$ cat config.mk
export PLATFORM = sky130hd
export DESIGN_NAME = mmss_timer
export DESIGN_NICKNAME = d
export VERILOG_FILES = /design/src/rtl/mmss_pkg.sv /design/src/rtl/bcd_digit.sv /design/src/rtl/mmss_timer.sv
export SDC_FILE = /design/constraint.sdc
export NUM_CORES = 1
export LEC_CHECK = 0
export ABC_CLOCK_PERIOD_IN_PS = 6200
export BUFFER_PORTS_ARGS = -buffer_cell sky130_fd_sc_hd__buf_2
export CAP_MARGIN = 40
export CORE_ASPECT_RATIO = 1.4
export CORE_MARGIN = 2
export CORE_UTILIZATION = 59
export DETAILED_ROUTE_END_ITERATION = 7
export GPL_TIMING_DRIVEN = 0
export PLACE_DENSITY = 0.86
export SYNTH_ARGS = -nofsm -noshare
export SYNTH_HDL_FRONTEND = slang
export SYNTH_SLANG_ARGS = --single-unit
$ cat constraint.sdc
create_clock -name clk -period 6.2 [get_ports clk]
set_clock_uncertainty 0.05 [all_clocks]
set_input_delay 0.93 -clock clk [delete_from_list [all_inputs] [get_ports clk]]
set_output_delay 0.93 -clock clk [all_outputs]
set_load 0.03 [all_outputs]
$ cat src/rtl/mmss_pkg.sv
// mmss_pkg: shared state encoding, digit geometry and BCD field layout for the mm:ss timer
package mmss_pkg;
  typedef enum logic [1:0] {IDLE, RUN, PAUSE, DONE} state_t;
  localparam int DIGIT_W = 4;
  localparam logic [DIGIT_W-1:0] SEC_TENS_MAX = 4'd5;
  localparam logic [DIGIT_W-1:0] SEC_ONES_MAX = 4'd9;
  localparam int SEC_ONES_LSB = 0;
  localparam int SEC_TENS_LSB = 4;
  localparam int MIN_ONES_LSB = 8;
  localparam int MIN_TENS_LSB = 12;
  function automatic logic [DIGIT_W-1:0] field(input logic [15:0] v, input int lsb);
    return v[lsb +: DIGIT_W];
  endfunction
endpackage

$ cat src/rtl/bcd_digit.sv
// bcd_digit: one registered BCD digit counting 0..MAX up or down with carry/borrow out
module bcd_digit import mmss_pkg::*; #(
  parameter int MAX = 9
) (
  input  logic               clk,
  input  logic               rst,
  input  logic               clr,
  input  logic               ld,
  input  logic [DIGIT_W-1:0] d,
  input  logic               en,
  input  logic               up,
  output logic [DIGIT_W-1:0] q,
  output logic               co
);
  localparam logic [DIGIT_W-1:0] TOP = DIGIT_W'(MAX);
  assign co = en && (up ? q == TOP : q == '0);
  // clear beats load beats count; count rolls over at either end of 0..MAX
  always_ff @(posedge clk)
    if (rst || clr) q <= '0;
    else if (ld) q <= d;
    else if (en) q <= up ? (q == TOP ? '0 : q + 1'b1) : (q == '0 ? TOP : q - 1'b1);
endmodule

$ cat src/rtl/mmss_timer.sv
// mmss_timer: MM:SS BCD up/down timer with start/stop/clear/load command FSM
module mmss_timer import mmss_pkg::*; #(
  parameter int MAX_MIN = 59
) (
  input  logic        clk,
  input  logic        rst,
  input  logic        tick_en,
  input  logic        start,
  input  logic        stop,
  input  logic        clear,
  input  logic        load,
  input  logic        up_dn,
  input  logic [15:0] load_bcd,
  output logic [15:0] time_bcd,
  output logic        running,
  output logic        done,
  output logic        wrap,
  output logic        load_err
);
  localparam logic [15:0] LAST = {4'(MAX_MIN / 10), 4'(MAX_MIN % 10), 8'h59};
  state_t state, nxt;
  logic [3:0] en, co;
  logic [7:0] ld_min;
  logic count_tick, wrap_now, done_now, load_ok, load_take, unused_carry;
  assign ld_min = 8'(field(load_bcd, MIN_TENS_LSB)) * 8'd10 + 8'(field(load_bcd, MIN_ONES_LSB));
  assign load_ok = field(load_bcd, SEC_TENS_LSB) <= SEC_TENS_MAX
                && field(load_bcd, SEC_ONES_LSB) <= SEC_ONES_MAX
                && field(load_bcd, MIN_ONES_LSB) <= SEC_ONES_MAX
                && field(load_bcd, MIN_TENS_LSB) <= SEC_ONES_MAX
                && ld_min <= 8'(MAX_MIN);
  assign load_take = load && !clear && load_ok;
  assign count_tick = state == RUN && tick_en && !clear && !load && !stop;
  assign wrap_now = count_tick && up_dn && time_bcd == LAST;
  assign done_now = count_tick && !up_dn && time_bcd == 16'h0001;
  assign en = {co[2:0], count_tick && !wrap_now};
  assign unused_carry = co[3];
  for (genvar i = 0; i < 4; i++) begin : g_digit
    bcd_digit #(
      .MAX(i == 3 ? MAX_MIN / 10 : i == 1 ? int'(SEC_TENS_MAX) : int'(SEC_ONES_MAX))
    ) u_digit (
      .clk(clk),
      .rst(rst),
      .clr(clear || wrap_now),
      .ld(load_take),
      .d(load_bcd[i*DIGIT_W +: DIGIT_W]),
      .en(en[i]),
      .up(up_dn),
      .q(time_bcd[i*DIGIT_W +: DIGIT_W]),
      .co(co[i])
    );
  end
  // next state by command priority clear > load > stop > start, then RUN progress
  always_comb begin
    nxt = state;
    if (clear) nxt = IDLE;
    else if (load) nxt = load_ok ? IDLE : state;
    else if (stop) nxt = state == RUN ? PAUSE : state;
    else if (state == RUN) nxt = done_now ? DONE : RUN;
    else if (start && (up_dn || time_bcd != '0)) nxt = RUN;
  end
  // state and registered status pulses; load_err self-suppresses so it never lasts two cycles
  always_ff @(posedge clk)
    if (rst) begin
      state <= IDLE;
      running <= 1'b0;
      done <= 1'b0;
      wrap <= 1'b0;
      load_err <= 1'b0;
    end else begin
      state <= nxt;
      running <= nxt == RUN;
      done <= done_now;
      wrap <= wrap_now;
      load_err <= load && !clear && !load_ok && !load_err;
    end
endmodule
; Word-level counts from Yosys, hierarchy flattened
; Cells that the tools add are included.
[classes]
multipliers = 1
add_sub_neg = 9
n_mux = 31
n_eq_ne = 8
magnitude_cmp = 5
reduce_logical = 40
[op_table]
columns = cell, n
row1 = two-way mux 4 bit, 20
row2 = logical AND 1 bit, 21
row3 = "adder 4 x 1 -> 4 bit, second input constant", 4
row4 = "equality test 16 x 1 -> 1 bit, second input constant", 1
row5 = "equality test 16 x 15 -> 1 bit, second input constant", 1
row6 = logical NOT 4 bit, 4
row7 = two-way mux 2 bit, 8
row8 = nonzero test 16 bit, 1
row9 = "subtractor 4 x 1 -> 4 bit, second input constant", 4
row10 = "less-or-equal comparator 4 bit, second input constant", 3
row11 = adder 8 x 4 -> 8 bit, 1
row12 = "equality test 4 x 3 -> 1 bit, second input constant", 2
row13 = "equality test 4 bit, second input constant", 2
row14 = "less-or-equal comparator 8 x 6 -> 1 bit, second input constant", 1
row15 = nonzero test 2 bit, 4
row16 = logical NOT 1 bit, 7
row17 = "multiplier 4 x 3 -> 7 bit, second input constant", 1
row18 = "equality test 2 x 1 -> 1 bit, second input constant", 2
row19 = "less-or-equal comparator 4 x 3 -> 1 bit, second input constant", 1
row20 = logical OR 1 bit, 3
row21 = two-way mux 1 bit, 3
[totals]
input_bits = 24
output_inout_bits = 20
word_cells = 103
ff_bits = 22

; Longest topological paths before layout
; Gate-level depths: netlist of the first run.
[logic_depth]
ltp_word = 14
ltp_mapped = 11
depth_no_buf = 10

; Modules after synthesis
; Synthesis of the first run repeated with hierarchy kept, for this count alone.
[hier_totals]
hier_cells = 277
area_unflattened_um2 = 2125.8
[by_module_without_submodules]
columns = module, cells_each, seq_area_each_um2, n_inst, area_per_inst_um2
row1 = bcd_digit (g_digit[0].u_digit ...), 54, 80.1, 2, 376.6
row2 = bcd_digit (g_digit[1].u_digit ...), 42, 80.1, 2, 344.1
row3 = mmss_timer, 85, 120.1, 1, 684.4

; Least setup slack after synthesis of the first run
; Ideal clock, no wire load.
[synth_timing]
kind = in2reg
from = input port load_bcd[13]
to = register g_digit[1].u_digit.q[2]
cell_stages = 11
path_buffers = 1
t_arrival_ns = 3.485
t_required_ns = 6.026
path_slack_ns = 2.540
setup_time_ns = 0.124
path_cell_list = ha_1 -> ha_1 -> inv_1 -> fa_1 -> nand2b_4 -> or4_4 -> a2111oi_4 -> nand3_4 -> clkbuf_8 -> o21bai_1 -> a31oi_1
[synth_between]
elab_chain_cells = 6
elab_cells_between_ends = 9
cone_classes = add/sub (1) / mul (1) / order compare (2) / mux (1) / reduce/logical (4)
[synth_rtl]
columns = element, line
row1 = start: declaration, mmss_timer.sv:13  ; input logic [15:0] load_bcd,
row2 = multiplier 4 x 3 -> 7 bit, mmss_timer.sv:25  ; assign ld_min = 8'(field(load_bcd, MIN_TENS_LSB)) * 8'd10 + 8'(field(load_bcd, MIN_ONES_LSB));
row3 = adder 8 x 4 -> 8 bit, mmss_timer.sv:25
row4 = less-or-equal comparator 8 x 6 -> 1 bit, mmss_timer.sv:30  ; && ld_min <= 8'(MAX_MIN);
row5 = logical AND 1 bit *, mmss_timer.sv:30
row6 = logical AND 1 bit *, mmss_timer.sv:31  ; assign load_take = load && !clear && load_ok;
row7 = two-way mux 4 bit / nonzero test 2 bit (equally long branches), n/a
row8 = end signal: assignment, bcd_digit.sv:21  ; else if (en) q <= up ? (q == TOP ? '0 : q + 1'b1) : (q == '0 ? TOP : q - 1'b1);
row9 = end: declaration, bcd_digit.sv:12  ; output logic [DIGIT_W-1:0] q,
; Every way passes the cells marked *; elsewhere a longest branch is shown, timed or not.
; A chain may end at the register's enable or synchronous reset.

; Worst setup path in the final report of the first run
[layout_timing]
from = input port load_bcd[13]
to = register g_digit[3].u_digit.q[0]
[layout_between]
elab_chain_cells = 6
elab_cells_between_ends = 9
cone_classes = add/sub (1) / mul (1) / order compare (2) / mux (1) / reduce/logical (4)
[layout_rtl]
columns = element, line
row1 = multiplier 4 x 3 -> 7 bit, mmss_timer.sv:25
row2 = adder 8 x 4 -> 8 bit, mmss_timer.sv:25
row3 = less-or-equal comparator 8 x 6 -> 1 bit, mmss_timer.sv:30
row4 = logical AND 1 bit *, mmss_timer.sv:30
row5 = logical AND 1 bit *, mmss_timer.sv:31
row6 = two-way mux 4 bit / nonzero test 2 bit (equally long branches), n/a
row7 = end signal: assignment, bcd_digit.sv:21
row8 = end: declaration, bcd_digit.sv:12
; Marked as above.

==> results.toml, run 1 <==
[worst_setup_path]
reg2reg_depth = 7
worst-path-max-fanout = 10
startpoint_type = "input port"
cp.required_ps = 6280
cp.arrival_ps = 3800
critPathKind = "input port to flop"
end_kind = "flop"

[floorplanning]
initial_core_util_pct = 60.52
pin_count = 44
die_h_um = 73.33
core_area_um2 = 3347
fp-row-count = 25
dieArea_um2 = 3925
dieWidth_um = 53.52

[min_path]
min_path_cells = 1
hold_path.class = "flop to flop"

[layout]
utilization_pct = 70.58
seq_area_um2 = 440.4
drive_gt1_share_pct = 24.41
antennaDiodeCount = 0
multi_input_area_um2 = 1426
n_fill_cell = 290
finish.net_count = 333
final_common_cell = "buf_2"
area_growth_pct = 16.62
final_cell_mix = "buf_2 (46), nor2_1 (32), dfxtp_1 (22)"

[run]
maxCapViolations = 0

[synth]
synth_area_leaders = "dfxtp_1 (22%), nor2_1 (5.9%), ha_1 (4.3%)"
synth-warning-count = 0
ys.flop_type = "dfxtp_1"
yosys.cell_types.count = 61
synth_area_um2 = 2026
synth_seq_cells = 22
yosysTopAreaCellShare_pct = 21.74
synth_fp_nets = 285
synth_top_area_cell = "dfxtp_1"
synth_edf_count = 0
synthCells = 252
syn_area_per_cell_um2 = 8.038
async_flop_share_pct = 0
ys_seq_area_share_pct = 21.74

[global_route]
overflow = 0
antenna_found_initial = 0
grt_max_degree = 14
grt_pass1_vias = 1877
grt_pass1_wl_um = 8362
grt_usage_pct = 28.25

[routing]
wire_per_inst_um = 15.06
vias_per_cell = 6.044
wl_um = 5104
drtIter0Drc = 81
vias = 2049
drc = 0
drtPass1Iterations = 4
drtAntennaViolNets = 0

[power_and_ir_drop]
totalPowerFinal_w = 0.0003480
p_leak_nw = 0.9801
vdd_drop_max_mv = 0.1375
power_density_nw_per_um2 = 147.3

[placement]
dp_hpwl_um = 3844
post-place-ws_ps = 2196
place.port_buffers = 43
gp_congestion = 0.8821

[sta]
hold_viol = 0
final.min_clock_period_ps = 3728
fmax_mhz = 268.2
slew_headroom_pct = 47.67
rsz0062_at_grt = "false"
drv_slew = 0
setup_viol = 0
tightestPinTransition_ps = 784.2
fin_ws_ps = 2472
finalSetupTns_ps = 0
timing.final.crit_share_pct = 60.13

[clocking]
htree_levels = 1
cts.sinks = 22
post_cts_resized = 0
cts_buffer_depth = 2
cts_root_buffer = "clkbuf_8"
cts_setup_buffers = 0
cts_hold_buf = 0
path_clk_slew_ps = 90
cts-buffers-inserted = 3
clk_latency_ps = 270
tritoncts = "built"

[outcome]
outcome = "finished clean"
sequential cells by signal (all words and copies together) (netlist names):
register,count
load_err,1
wrap,1
done,1
g_digit.u_digit.q,16
state,2
running,1
layout make-up:
cell class	count	share of cell area, %
clock buffers	3	1.748
repair buffers	43	9.110
multi-input cells	204	60.38
inverters	11	1.748
well taps	40	2.119
plain buffers	15	4.979
clock inverters	1	1.271
flip-flops and latches	22	18.64
worst paths after layout:
check / from / end / slack [ps]
setup / recovery: load_bcd[13] / g_digit[3].u_digit.q[0] / 2470
hold / removal: load_err / load_err / 400
setup reg to reg: g_digit[1].u_digit.q[2] / g_digit[1].u_digit.q[1] / 3690
hold reg to reg: load_err / load_err / 400
power by group:
| group | switching (W) | leakage, nW | internal [W] |
|---|---|---|---|
| Combinational | 0.0000387 | 0.767 | 0.0000268 |
| Sequential | 0.000000797 | 0.177 | 0.000142 |
| Clock | 0.0000532 | 0.0357 | 0.0000864 |
| Total | 0.0000927 | 0.980 | 0.000255 |
logic make-up after synthesis:
kind of cell | count (synthesis) | share of synthesized area (%)
buffers and inverters | 26 | 7.844
and+or+nand+nor | 105 | 29.22
DFF | 22 | 21.74
AOI/OAI and AO/OA | 69 | 25.14
xor gates and xnor gates | 13 | 5.621
adders and majority gates | 9 | 6.300
muxes | 8 | 4.138
synth_stat cells, types with 3 or more instances:
| cell | number |
|---|---|
| a211oi_1 | 9 |
| a21boi_0 | 3 |
| a21oi_1 | 12 |
| a31oi_1 | 3 |
| and3_1 | 5 |
| buf_2 | 3 |
| buf_6 | 5 |
| clkbuf_1 | 4 |
| dfxtp_1 | 22 |
| ha_1 | 7 |
| inv_1 | 11 |
| mux2i_1 | 5 |
| nand2_1 | 12 |
| nand3_1 | 8 |
| nand4_1 | 5 |
| nor2_1 | 32 |
| nor2b_1 | 6 |
| nor3_1 | 9 |
| nor4_1 | 4 |
| o21ai_0 | 17 |
| or3_1 | 5 |
| xnor2_1 | 8 |
| xor2_1 | 5 |
per-layer routing:
| layer | share of wire, % | up-vias | track usage (%) |
|---|---|---|---|
| met4 | 3.1 | 0 | 12.82 |
| met1 | 42 | 948 | 34.18 |
| met2 | 51 | 69 | 49.25 |
| li1 | - | 1017 | - |
| met3 | 3.8 | 15 | 2.439 |
| met5 | 0 | - | 0 |
critical path, cell delays in order:
cell and delay (ps):
buf_2 140, ha_1 290, ha_1 210, inv_1 70, fa_1 450, nand2b_4 170, or4_4 500, a2111oi_4 450
nand3_4 200, clkbuf_8 240, nor2_1 100, a211oi_1 60
through the flow:
stage | cells | hold slack [ps] | cell area [um2]
6_report | 339 | 401.8 | 2362
5_1_grt | 339 | 409.5 | 2362
4_1_cts | 339 | 399.8 | 2362
3_5_place_dp | 335 | 385.8 | 2291
3_3_place_gp | 335 | 358.0 | 2291
2_1_floorplan | 252 | 520.2 | 2026
Power figures use the tool's default switching activity.
==> run 2, diff against run 1 <==
- ABC_CLOCK_PERIOD_IN_PS: 6200 -> 3300
- CORE_UTILIZATION: 59 -> 50
- PLACE_DENSITY: 0.86 -> 0.77
- clock period: 6.2 -> 3.3 ns (I/O delays scaled with it)
==> run 2 against run 1 <==
Compared with the run above:
- clock power up 85%
- non-clock buffer count up 2
- total power up 87%
- critical endpoint is now g_digit[1].u_digit.q[2]
- register-to-register slack worse by 2900 ps
- worst hold slack worse by 26 ps
- cell count up 1.5%
- first-iteration DRC count down 15%
- via count about the same
- die area up 17%
- final area up 0.79%
- combinational power up 86%
==> results.toml, run 2 (synthesis results as in run 1) <==
[outcome]
outcome = "finished clean"

[layout]
n_fill_cell = 376
antennaDiodeCount = 0
max_flop_register = "g_digit.u_digit.q"
final_cell_mix = "buf_2 (46), nor2_1 (32), dfxtp_1 (22)"
drive_gt1_share_pct = 24.92
final_common_cell = "buf_2"
finish.net_count = 335
reg_top3 = "g_digit.u_digit.q x16, state x2"
utilization_pct = 60.76
area_growth_pct = 17.54
largest_reg_flops = 16

[min_path]
hold_path.class = "flop to flop"
min_path_cells = 1

[floorplanning]
pin_count = 44
fp-row-count = 27
die_h_um = 79.31
dieArea_um2 = 4584
initial_core_util_pct = 51.69
dieWidth_um = 57.80
core_area_um2 = 3919

[routing]
drtIter0Drc = 69
drtPass1Iterations = 4
vias_per_cell = 5.953
drtAntennaViolNets = 0
wl_um = 4930
vias = 2048
drc = 0
wire_per_inst_um = 14.33

[sta]
hold_viol = 0
fin_ws_ps = 147.4
final.min_clock_period_ps = 3153
fmax_mhz = 317.2
rsz0062_at_grt = "true"
setup_viol = 0
tightestPinTransition_ps = 716.8
drv_slew = 0
slew_headroom_pct = 52.17
timing.final.crit_share_pct = 95.53

[placement]
dp_hpwl_um = 3808
gp_congestion = 0.8681
post-place-ws_ps = -265.1
place.port_buffers = 43

[power_and_ir_drop]
cell_internal_pwr_w = 0.0004796
swShare_pct = 26.16
clkPwrFrac_pct = 39.8
vdd_drop_max_mv = 0.2471
p_seq_share_pct = 41.3
p_leak_nw = 0.9884
power_density_nw_per_um2 = 272.8
power_switching_w = 0.0001699
combinationalPowerShare_pct = 18.8
totalPowerFinal_w = 0.0006495

[worst_setup_path]
startpoint_type = "input port"
cp.arrival_ps = 3250
worst-path-max-fanout = 10
cp.required_ps = 3400
critPathKind = "input port to flop"
reg2reg_depth = 7
end_kind = "flop"

[global_route]
grt_use_met2_pct = 39.43
grt_usage_pct = 23.14
grt_pass1_vias = 1910
overflow = 0
grtUsageMet3_pct = 2.606
grt_max_degree = 14
grt_pass1_wl_um = 8459
met1_usage_pct = 29.46
antenna_found_initial = 0
top_usage_layer = "met2"

[clocking]
cts_root_buffer = "clkbuf_8"
cts_hold_buf = 0
cts_buffer_depth = 2
htree_levels = 1
clk_latency_ps = 270
tritoncts = "built"
path_clk_slew_ps = 90
cts-buffers-inserted = 3
cts.sinks = 22
post_cts_resized = 0

[run]
maxCapViolations = 0
==> run 2: cell types whose count changed in the layout (fill, tap and decap cells not counted) <==
cell,delta
buf_4,+2
==> run 2: timing repair <==
action / in CTS / in global routing
endpoints found under the hold margin: 0 / 0
endpoints found under the setup margin: 1 / 14
setup buffers: 2 / 0
gates cloned: 0 / 0
pin swaps: 1 / 2
==> run 2: layout make-up <==
cell class              count  area, um2  area share, %
plain buffers              15      117.6          4.940
clock buffers               3      41.29          1.734
clock inverters             1      30.03          1.261
inverters                  11      41.29          1.734
multi-input cells         204       1426          59.91
flip-flops and latches     22      440.4          18.50
well taps                  43      53.80          2.260
repair buffers             45      230.2          9.669
==> run 2: path summary, 6_finish.rpt <==
kind / to / start / slack [ps]
setup / recovery: g_digit[1].u_digit.q[2] / load_bcd[13] / 150
hold / removal: load_err / load_err / 380
setup reg to reg: g_digit[2].u_digit.q[0] / g_digit[1].u_digit.q[2] / 780
hold reg to reg: load_err / load_err / 380
==> run 2: per-stage QoR <==
stage	setup TNS, ps	hold slack, ps	cell area (um2)	instances
after floorplan	0	517.4	2026	252
after global placement	-3041	358.1	2295	338
after detailed placement	-3297	360.3	2295	338
after CTS	0	375.8	2381	344
after global routing	-1.194	390.2	2381	344
final	0	375.4	2381	344
==> run 2: power groups by stage <==
stage / logic (W) / registers (W) / clock network, W
global placement: 0.000120 / 0.000275 / 0
floorplan: 0.0000792 / 0.000277 / 0
finish: 0.000122 / 0.000268 / 0.000259
global route: 0.000138 / 0.000269 / 0.000271
detailed placement: 0.000122 / 0.000275 / 0
CTS: 0.000123 / 0.000268 / 0.000258
==> run 2: routing by layer <==
layer | routed length (um) | part of all wire, % | up-vias
met3 | 221 | 4.5 | 6
li1 | - | - | 1026
met4 | 74 | 1.5 | 0
met1 | 2090 | 42 | 961
met5 | 0 | 0 | -
met2 | 2543 | 52 | 55
==> run 2: critical path, cell delays in order <==
cell and delay, ps:
buf_2 130, ha_1 290, ha_1 210, inv_1 70, fa_1 440, nand2b_4 170
or4_4 500, a2111oi_4 390, nand3_4 150, clkbuf_8 210, o21bai_1 130, a31oi_1 50
==> run 3, diff against run 2 <==
- CORE_ASPECT_RATIO: 1.4 -> 0.5
- PLACE_DENSITY: 0.77 -> default
- PLACE_DENSITY_LB_ADDON: default -> 0.15
==> run 3 against run 2 <==
Compared with the run above:
- critical path depth did not move
- setup slack lost 11 ps
- fmax fell by 0.35%
- sequential cell count is the same
- clock-buffer cell count rose by 1
- first-iteration DRC count is 49% higher
- total power shrank 8.2%
- largest power group unchanged
- critical path type unchanged
- die area grew 0.52%
- worst hold slack better by 2.9 ps
==> results.toml, run 3 (synthesis results as in run 1) <==
[layout]
finish.net_count = 336
max_flop_register = "g_digit.u_digit.q"
reg_top3 = "g_digit.u_digit.q x16, state x2"
area_growth_pct = 18.96
fin_area_um2 = 2410
antennaDiodeCount = 0
drive_gt1_share_pct = 25.83
final_cell_mix = "buf_2 (46), nor2_1 (32), dfxtp_1 (22)"
utilization_pct = 61.73
final_common_cell = "buf_2"
largest_reg_flops = 16

[global_route]
grt_pass1_wl_um = 8776
overflow = 0
grt_pass1_vias = 1819
grt_usage_pct = 23.94
antenna_found_initial = 0
grt_max_degree = 13

[routing]
wl_um = 5408
topRoutingLayerUsed = "met4"
wl_met1_um = 2649
drc = 0
wl_met2_um = 2395
vias_per_cell = 5.843
drtIter0Drc = 103
drtAntennaViolNets = 0
drtPass1Iterations = 4
wire_per_inst_um = 15.19
wl_met3_um = 334
vias = 2080

[clocking]
tritoncts = "built"
cts.sinks = 22
htree_levels = 1
cts-buffers-inserted = 3
cts_hold_buf = 0
cts_root_buffer = "clkbuf_8"
cts_buffer_depth = 2
clk_latency_ps = 260
path_clk_slew_ps = 80

[placement]
place.port_buffers = 43
gp_congestion = 0.8854
dp_hpwl_um = 4001
place_area_um2 = 2308

[sta]
hold_viol = 0
hold-worst-slack_ps = 378.3
timing.final.crit_share_pct = 95.87
final.min_clock_period_ps = 3164
tightestPinTransition_ps = 773.9
drv_slew = 0
fmax_mhz = 316.1
slew_headroom_pct = 48.06
setup_viol = 0
rsz0062_at_grt = "false"

[worst_setup_path]
end_kind = "flop"
startpoint_type = "input port"
rrSetupSlack_ps = 670
reg2reg_depth = 7
slowest_stage = "or4_4"
path_cells = "buf_2 -> ha_4 -> ha_2 -> inv_1 -> fa_1 -> nand2b_4 -> or4_4 -> a2111oi_4 -> nand3_4 -> buf_8 -> nor2_1 -> a211oi_1"
reg2reg_from = "g_digit[1].u_digit.q[2]"
cp.required_ps = 3400
r2r_end = "g_digit[0].u_digit.q[2]"
path_delay_family = "simple AND/OR/NAND/NOR gates"
critPathMaxStageDelay_ps = 500
critPathBufInv = 3
worst-path-max-fanout = 10
critPathKind = "input port to flop"
cp.arrival_ps = 3270

[outcome]
outcome = "finished clean"

[floorplanning]
die_h_um = 49.01
initial_core_util_pct = 51.89
fp-row-count = 16
dieWidth_um = 94.02
pin_count = 44
dieArea_um2 = 4608
core_area_um2 = 3904

[power_and_ir_drop]
totalPowerFinal_w = 0.0005959
power_density_nw_per_um2 = 247.3
vdd_drop_max_mv = 0.1579
cell_internal_pwr_w = 0.0004277
combinationalPowerShare_pct = 22.0
swShare_pct = 28.23
p_leak_nw = 0.9894
p_seq_share_pct = 45.0
power_switching_w = 0.0001682
clkPwrFrac_pct = 33.0

[run]
maxCapViolations = 0

[min_path]
holdCritStartpoint = "load_err"
hold_path.class = "flop to flop"
holdPathEnd = "load_err"
min_path_cells = 1
[run 3: changes by cell type in the layout (fill, tap and decap cells not counted)]
cell,previous run,this run
buf_8,0,2
bufinv_16,1,0
ha_1,7,5
ha_2,0,1
ha_4,0,1
[run 3: per-stage QoR]
stage               TNS [ps]  setup WS, ps  cells
detailed placement     -3625        -289.7    349
floorplan                  0         75.44    252
CTS                        0         27.09    354
global route               0         15.67    356
global placement       -3102        -282.7    349
finish                     0         136.3    356
[run 3: how the worst max path moves through the flow]
stage	startpoint	endpoint	slack, ps	cells past startpoint
2_1_floorplan	load_bcd[13]	g_digit[1].u_digit.q[2]	80	11
3_3_place_gp	load_bcd[13]	g_digit[0].u_digit.q[2]	-280	12
3_5_place_dp	load_bcd[13]	g_digit[0].u_digit.q[2]	-290	12
4_1_cts	load_bcd[13]	g_digit[3].u_digit.q[0]	30	12
5_1_grt	load_bcd[13]	g_digit[3].u_digit.q[1]	20	12
6_report	load_bcd[13]	g_digit[0].u_digit.q[2]	140	12
[run 3: layout make-up]
class / count / area, um2
multi-input combinational: 204 / 1441
inverter: 11 / 41.29
tap: 54 / 67.56
clock buffer: 4 / 55.05
buffer: 15 / 122.6
fill: 379 / 1494
timing repair buffer: 46 / 241.5
sequential: 22 / 440.4
[run 3: timing repair]
item	CTS	global route
pin swaps	1	3
setup buffers	1	2
endpoints found under the setup margin	4	16
resized for setup	0	5
[run 3: power by group through the flow]
stage | combinational [W] | sequential [W] | clock [W]
2_1_floorplan | 0.0000792 | 0.000277 | 0
3_3_place_gp | 0.000120 | 0.000275 | 0
3_5_place_dp | 0.000123 | 0.000275 | 0
4_1_cts | 0.000124 | 0.000268 | 0.000201
5_1_grt | 0.000146 | 0.000269 | 0.000215
6_report | 0.000131 | 0.000268 | 0.000197
[run 3: layer usage]
layer	vias to the layer above	global-route usage (%)
met2	57	37.98
li1	1022	-
met4	0	3.623
met3	4	3.864
met5	-	0
met1	997	34.94
[run 3: worst reg2reg max path: stages (launching register included)]
cell and delay, ps:
dfxtp_1 330, buf_2 180, and4b_1 230, nor2b_1 500
nand3_1 200, o21ai_1 650, clkbuf_8 330, a211oi_1 50
